`config.mk`:
```
export PLATFORM = sky130hd
export DESIGN_NAME = uart_receiver
export DESIGN_NICKNAME = d
export VERILOG_FILES = /design/src/rtl/uart_receiver.sv
export SDC_FILE = /design/constraint.sdc
export NUM_CORES = 1
export LEC_CHECK = 0
export BUFFER_PORTS_ARGS = -buffer_cell sky130_fd_sc_hd__buf_2
export CAP_MARGIN = 5
export CORE_ASPECT_RATIO = 1.2
export CORE_UTILIZATION = 45
export DETAILED_ROUTE_END_ITERATION = 6
export GPL_TIMING_DRIVEN = 0
export MAX_ROUTING_LAYER = met4
export PLACE_DENSITY = 0.65
export SYNTH_ARGS = -nofsm -noshare
export SYNTH_HDL_FRONTEND = slang
export SYNTH_SLANG_ARGS = --single-unit
```
`constraint.sdc`:
```
create_clock -name i_clk -period 1.95 [get_ports i_clk]
set_input_delay 0.0975 -clock i_clk [delete_from_list [all_inputs] [get_ports i_clk]]
set_output_delay 0.0975 -clock i_clk [all_outputs]
set_load 0.1 [all_outputs]
```
`src/rtl/uart_receiver.sv`:
```
`timescale 1ns / 1ps
`default_nettype none
// ============================================================================
//  Module   : uart_receiver
//  Purpose  : UART receive stage: 2-FF RX synchroniser, 16x oversampling,
//             mid-bit sampling of an 8-bit LSB-first frame, stop-bit check.
//             Define UART_RX_PARITY_EN to add an even-parity bit before stop.
//  Revision : 1.0 - initial release
// ============================================================================
module uart_receiver #(
  parameter int CLK_FREQ_HZ = 50_000_000,
  parameter int BAUD_RATE   = 115200
) (
  input  logic       i_clk,
  input  logic       i_nrst,
  input  logic       i_rx,
  output logic [7:0] o_rx_data,
  output logic       o_rx_data_valid,
  output logic       o_frame_err,
  output logic       o_parity_err
);

  localparam int            DIV       = CLK_FREQ_HZ / (BAUD_RATE * 16);
  localparam int            PW        = (DIV > 1) ? $clog2(DIV) : 1;
  localparam logic [PW-1:0] PRESC_MAX = PW'(DIV - 1);

  generate
    if (DIV < 1) begin : g_div_invalid
      $error("uart_receiver: CLK_FREQ_HZ / (BAUD_RATE*16) must be at least 1");
    end
  endgenerate

  typedef enum logic [2:0] {
    S_IDLE   = 3'd0,
    S_START  = 3'd1,
    S_DATA   = 3'd2,
`ifdef UART_RX_PARITY_EN
    S_PARITY = 3'd3,
`endif
    S_STOP   = 3'd4,
    S_BREAK  = 3'd5
  } state_t;

  state_t          state_q, state_d;
  logic            sync1_q, rx_s_q;
  logic [PW-1:0]   presc_q, presc_d;
  logic [3:0]      cnt_q, cnt_d;
  logic [2:0]      idx_q, idx_d;
  logic [7:0]      shift_q, shift_d;
  logic [7:0]      data_q, data_d;
  logic            valid_q, valid_d;
  logic            ferr_q, ferr_d;
  logic            tick;
  logic            par_bad;

`ifdef UART_RX_PARITY_EN
  logic            par_q, par_d;
  logic            perr_q, perr_d;
  assign par_bad      = (^shift_q) ^ par_q;
  assign o_parity_err = perr_q;
`else
  assign par_bad      = 1'b0;
  assign o_parity_err = 1'b0;
`endif

  assign tick            = (presc_q == PRESC_MAX);
  assign o_rx_data       = data_q;
  assign o_rx_data_valid = valid_q;
  assign o_frame_err     = ferr_q;

  always_ff @(posedge i_clk or negedge i_nrst) begin
    if (!i_nrst) begin
      sync1_q <= 1'b1;
      rx_s_q  <= 1'b1;
      state_q <= S_IDLE;
      presc_q <= '0;
      cnt_q   <= 4'd0;
      idx_q   <= 3'd0;
      shift_q <= 8'h00;
      data_q  <= 8'h00;
      valid_q <= 1'b0;
      ferr_q  <= 1'b0;
`ifdef UART_RX_PARITY_EN
      par_q   <= 1'b0;
      perr_q  <= 1'b0;
`endif
    end else begin
      sync1_q <= i_rx;
      rx_s_q  <= sync1_q;
      state_q <= state_d;
      presc_q <= presc_d;
      cnt_q   <= cnt_d;
      idx_q   <= idx_d;
      shift_q <= shift_d;
      data_q  <= data_d;
      valid_q <= valid_d;
      ferr_q  <= ferr_d;
`ifdef UART_RX_PARITY_EN
      par_q   <= par_d;
      perr_q  <= perr_d;
`endif
    end
  end

  always_comb begin
    state_d = state_q;
    presc_d = tick ? '0 : presc_q + 1'b1;
    cnt_d   = cnt_q;
    idx_d   = idx_q;
    shift_d = shift_q;
    data_d  = data_q;
    valid_d = 1'b0;
    ferr_d  = 1'b0;
`ifdef UART_RX_PARITY_EN
    par_d   = par_q;
    perr_d  = 1'b0;
`endif

    case (state_q)
      S_IDLE: begin
        // Restarting the prescaler aligns every tick to the start edge.
        if (!rx_s_q) begin
          state_d = S_START;
          presc_d = '0;
          cnt_d   = 4'd0;
          idx_d   = 3'd0;
        end
      end
      S_START: begin
        if (tick) begin
          cnt_d = cnt_q + 4'd1;
          if (cnt_q == 4'd7) begin
            cnt_d   = 4'd0;
            state_d = rx_s_q ? S_IDLE : S_DATA;
          end
        end
      end
      S_DATA: begin
        if (tick) begin
          cnt_d = cnt_q + 4'd1;
          if (cnt_q == 4'd15) begin
            shift_d = {rx_s_q, shift_q[7:1]};
            idx_d   = idx_q + 3'd1;
            if (idx_q == 3'd7) begin
`ifdef UART_RX_PARITY_EN
              state_d = S_PARITY;
`else
              state_d = S_STOP;
`endif
            end
          end
        end
      end
`ifdef UART_RX_PARITY_EN
      S_PARITY: begin
        if (tick) begin
          cnt_d = cnt_q + 4'd1;
          if (cnt_q == 4'd15) begin
            par_d   = rx_s_q;
            state_d = S_STOP;
          end
        end
      end
`endif
      S_STOP: begin
        if (tick) begin
          cnt_d = cnt_q + 4'd1;
          if (cnt_q == 4'd15) begin
            // A low stop bit outranks any parity problem.
            if (!rx_s_q) begin
              ferr_d  = 1'b1;
              state_d = S_BREAK;
            end else if (par_bad) begin
`ifdef UART_RX_PARITY_EN
              perr_d  = 1'b1;
`endif
              state_d = S_IDLE;
            end else begin
              data_d  = shift_q;
              valid_d = 1'b1;
              state_d = S_IDLE;
            end
          end
        end
      end
      S_BREAK: begin
        if (rx_s_q) begin
          state_d = S_IDLE;
        end
      end
      default: begin
        state_d = S_IDLE;
      end
    endcase
  end

endmodule
`default_nettype wire

```
Yosys cells after proc, flatten, opt, wreduce, memory -nomap -nowiden
Index checks and enable logic that the tools add are counted.
{"block": "word_totals", "reg_bits": 35, "out_inout_bits": 11, "word_cells": 72}
{"block": "classes", "add_sub_neg": 3, "eq_ne": 18, "mux": 32, "n_reduce_logical": 9}
{"op": "two-way mux 3 bit", "count": 13}
{"op": "!= test 2 bit (second input constant)", "count": 9}
{"op": "two-way mux 4 bit", "count": 4}
{"op": "two-way mux 5 bit", "count": 3}
{"op": "case mux 3 bit (5 select lines)", "count": 1}
{"op": "case mux 4 bit (3 select lines)", "count": 1}
{"op": "AND reduction 4 bit", "count": 3}
{"op": "== test 3 bit (second input constant)", "count": 3}
{"op": "AND reduction 9 bit", "count": 1}
{"op": "two-way mux 1 bit", "count": 8}
{"op": "case mux 3 bit (2 select lines)", "count": 1}
{"op": "adder 5 x 1 -> 5 bit (second input constant)", "count": 1}
{"op": "== test 5 bit (second input constant)", "count": 1}
{"op": "adder 4 x 1 -> 4 bit (second input constant)", "count": 1}
{"op": "== test 4 x 3 -> 1 bit (second input constant)", "count": 1}
{"op": "== test 4 bit (second input constant)", "count": 1}
{"op": "adder 3 x 1 -> 3 bit (second input constant)", "count": 1}
{"op": "== test 3 x 1 -> 1 bit (second input constant)", "count": 1}
{"op": "== test 3 x 2 -> 1 bit (second input constant)", "count": 1}
{"op": "zero test 3 bit", "count": 1}
{"op": "AND reduction 3 bit", "count": 1}
{"op": "nonzero test 3 bit", "count": 1}
{"op": "two-way mux 2 bit", "count": 1}
{"op": "!= test 2 x 1 -> 1 bit (second input constant)", "count": 1}
{"op": "2 further kinds", "count": 2}

Depth between registers and ports, before layout
{"block": "logic_depth", "depth_word": 5, "mapped_depth": 7, "mapped_depth_nobuf": 6}

Worst setup path before layout
OpenSTA, ideal clock, no wires.
{"block": "synth_timing", "kind": "register to register", "start": "register presc_q[0]", "end": "register data_q[0] (netlist: o_rx_data[0])", "setup_ns": 0.125, "t_arrival_ns": 1.818, "path_slack_ns": 0.007, "path_stages_with_launch": 8, "n_path_buf": 1, "cell_sequence": "dfrtp_1 > inv_1 > ha_1 > nand4b_4 > or2_1 > buf_6 > nor3_4 > mux2_2"}
{"block": "synth_between", "elab_chain_len": 2}
{"element": "start: declaration", "line": "46", "text": "logic [PW-1:0] presc_q, presc_d;"}
{"element": "start signal: assignment", "line": "91", "text": "presc_q <= presc_d;"}
{"element": "== test 5 bit", "line": "66", "text": "assign tick = (presc_q == PRESC_MAX);"}
{"element": "AND reduction 4 bit (no line)"}
{"element": "end signal: assignment", "line": "95", "text": "data_q <= data_d;"}
{"element": "end: declaration", "line": "50", "text": "logic [7:0] data_q, data_d;"}
No other way between the ends.
A chain may end at the register's enable or synchronous reset.

Worst setup path in the final report
Ends and elaborated chain as after synthesis.

==> results.toml <==
[worst_setup_path]
cp.required_ns = 2.12
criticalPathCategory = "reg2reg"
rr_worst_depth = 8
startpoint_type = "flip-flop"
ff2ff_setup_slack_ns = 0.02
end_kind = "flip-flop"
reg2reg_from = "presc_q[0]"
reg2reg_to = "o_rx_data[0]"
worstPathArrival_ns = 2.10
crit_fanout = 6

[yosys]
synth_area_leaders = "dfrtp_1 (51%), mux2_2 (12%), ha_1 (3.9%), dfstp_2 (3.2%), nand3_1 (1.9%)"
synth_top_area_frac = 0.510
syn-num-nets = 137
ys_top_cells_by_count = "dfrtp_1 (33), mux2_2 (17), nor2_1 (8), nand2_1 (7), nand3_1 (6)"
synthCells = 129
ys_types = 45
yosys_warnings = 0
synth_area_per_cell_sq_um = 12.6
synth_area_sq_um = 1620
synth_edf_count = 0
yosysMostFrequentCell = "dfrtp_1"
ys_seq_area_frac = 0.542
async_flop_share = 1.00
synth_top_cell_by_area = "dfrtp_1"
ys_ff_latch = 35
ys.flop_type = "dfrtp_1"

[detailed_routing]
drc_errors = 0
drtIter0Drc = 32
viasPerCell = 5.47
wl_mm = 2.75
post_drt_wl_per_cell_um = 14.1
drt-pass1-iter-count = 4
via_count = 1062
postRouteAntennaNets = 0

[power]
power.switching_uw = 284
swShare = 0.224
finalPower_uw = 1270
seq_power_share = 0.577
p_clk_frac = 0.401
power_density_nw_per_um2 = 655
pwr-share-comb = 0.022
power_leakage_uw = 0.000940
intPower_uw = 984
ir_drop_mv = 0.490

[floorplanning]
die_w_um = 56.8
start_util = 0.477
rows = 23
die_area_sq_um = 3850
core_area_sq_um = 3400
die_height_um = 67.7
pin_count = 14

[placement]
dp_hpwl_mm = 1.86
gp_routability_congestion = 0.884
portBuffers = 12
dpl_cell_area_sq_um = 1730

[timing]
fin_crit_sh = 0.990
worst_pin_slew_ns = 0.735
rsz0062_at_grt = "true"
final-hold-violation-count = 0
max_freq_mhz = 518
finalSetupViolations = 0
relSlewSlack = 0.510
skew_ns = 0.00831
layout_min_cycle_time_ns = 1.93
drv_slew = 0
final.setup.tns_ns = 0

[clocking]
htreeDepth = 2
cts_root_buf = "clkbuf_8"
cts.clk_slew.worst_paths_ns = 0.07
clkSinkCount = 35
cts_tree = "done"
clock_latency_ns = 0.29
cts.path.max_buffers = 2
numCtsBuffers = 5

[final_layout]
syn2layout_area_growth_pct = 19.5
final_core_util = 0.570
num_antenna_cells = 0
nets = 164
final_area_sq_um = 1940
drive_above_1_share = 0.363

[hold_path]
hp-start = "sync1_q"
hold_end = "rx_s_q"
hold_class = "reg2reg"
whs_path_depth = 0

[global_routing]
track_usage = 0.174
grt-ovfl-total = 0
first_global_vias = 1076
grt_pass1_wl_mm = 4.74
grt_start_max_net_pins = 36
antenna_found_initial = 0

[flow_run]
maxCapViolations = 0

[outcome]
status = "finished, final reports clean"
==> per-stage QoR <==
step	hold slack [ns]	worst slack, ns	instances
2_1_floorplan	-0.198	0.00700	129
3_3_place_gp	0.197	-0.173	178
3_5_place_dp	0.207	-0.202	178
4_1_cts	0.357	-0.000206	190
5_1_grt	0.365	-0.0893	194
6_report	0.356	0.0196	194
==> worst max-delay path, cell delays in order, from the launching register on <==
cell      delay, ns
dfrtp_1        0.39
inv_1          0.06
ha_2           0.20
nand4b_4       0.13
or2_1          0.26
buf_6          0.14
nor3_4         0.15
buf_6          0.16
mux2_2         0.32
==> repair_timing <==
item	4_1_cts	5_1_grt
setup buffers	2	4
endpoints found under the hold margin	34	0
endpoints found under the setup margin	16	16
pin swaps	1	1
hold buffers	2	0
gates resized for setup	3	10
gates cloned	0	0
==> area by class of cell <==
cell class / instances / area (sq um)
multi-input cells: 86 / 741
fillers: 280 / 1460
repair buffers: 20 / 145
flip-flops and latches: 35 / 878
inverters: 2 / 7.51
clock inverters: 2 / 12.5
clock buffers: 6 / 72.6
plain buffers: 6 / 33.8
well taps: 37 / 46.3
==> layer usage <==
metal / GRT usage / share of wire / vias up
li1: - / - / 521
met1: 0.197 / 0.45 / 518
met2: 0.277 / 0.50 / 18
met3: 0.0575 / 0.026 / 5
met4: 0.0915 / 0.022 / 0
met5: - / 0 / -
==> cells by family after synthesis <==
group,count (synthesis),share of synthesized area
compound gates,18,0.0873
xor+xnor,5,0.0270
fa+ha+maj,5,0.0386
buf+inv,8,0.0255
flops,35,0.542
mux,18,0.124
other cells,1,0.00231
simple gates,39,0.153
==> how the worst max path moves through the flow <==
stage / from / cells past startpoint / slack (ns) / end
after global placement: presc_q[0] / 7 / -0.17 / o_rx_data[6]
after global routing: presc_q[0] / 8 / -0.09 / o_rx_data[1]
after detailed placement: presc_q[0] / 7 / -0.20 / o_rx_data[4]
after CTS: presc_q[0] / 8 / -0.0002 / o_rx_data[6]
final: presc_q[0] / 8 / 0.02 / o_rx_data[0]
after floorplan: presc_q[0] / 7 / 0.007 / o_rx_data[0]
==> registers in the layout, indices dropped and copies added (netlist names), 3 cells and up <==
register   flops
idx_q          3
presc_q        5
cnt_q          4
o_rx_data      8
shift_q        8
state_q        3
==> power by group through the flow <==
stage	clock, uW	combinational [uW]	sequential, uW
final	508	28.3	732
after global routing	556	33.1	732
after CTS	533	29.9	732
after detailed placement	0	26.9	746
after global placement	0	25.9	746
after floorplan	0	10.4	745
==> layout by cell type (no fill, tap or decap), drive strengths merged, types with 2 or more instances in the layout <==
cell type    instances
dfrtp               33
buf                 20
mux2                17
clkbuf              10
nor2                 9
nand2                7
nand3                6
a22o                 5
ha                   5
xor2                 3
o21ai                3
xnor2                2
inv                  2
and4                 2
dlygate4sd3          2
dfstp                2
nand4b               2
or2                  2
or3                  2
Power figures use the tool's default switching activity.
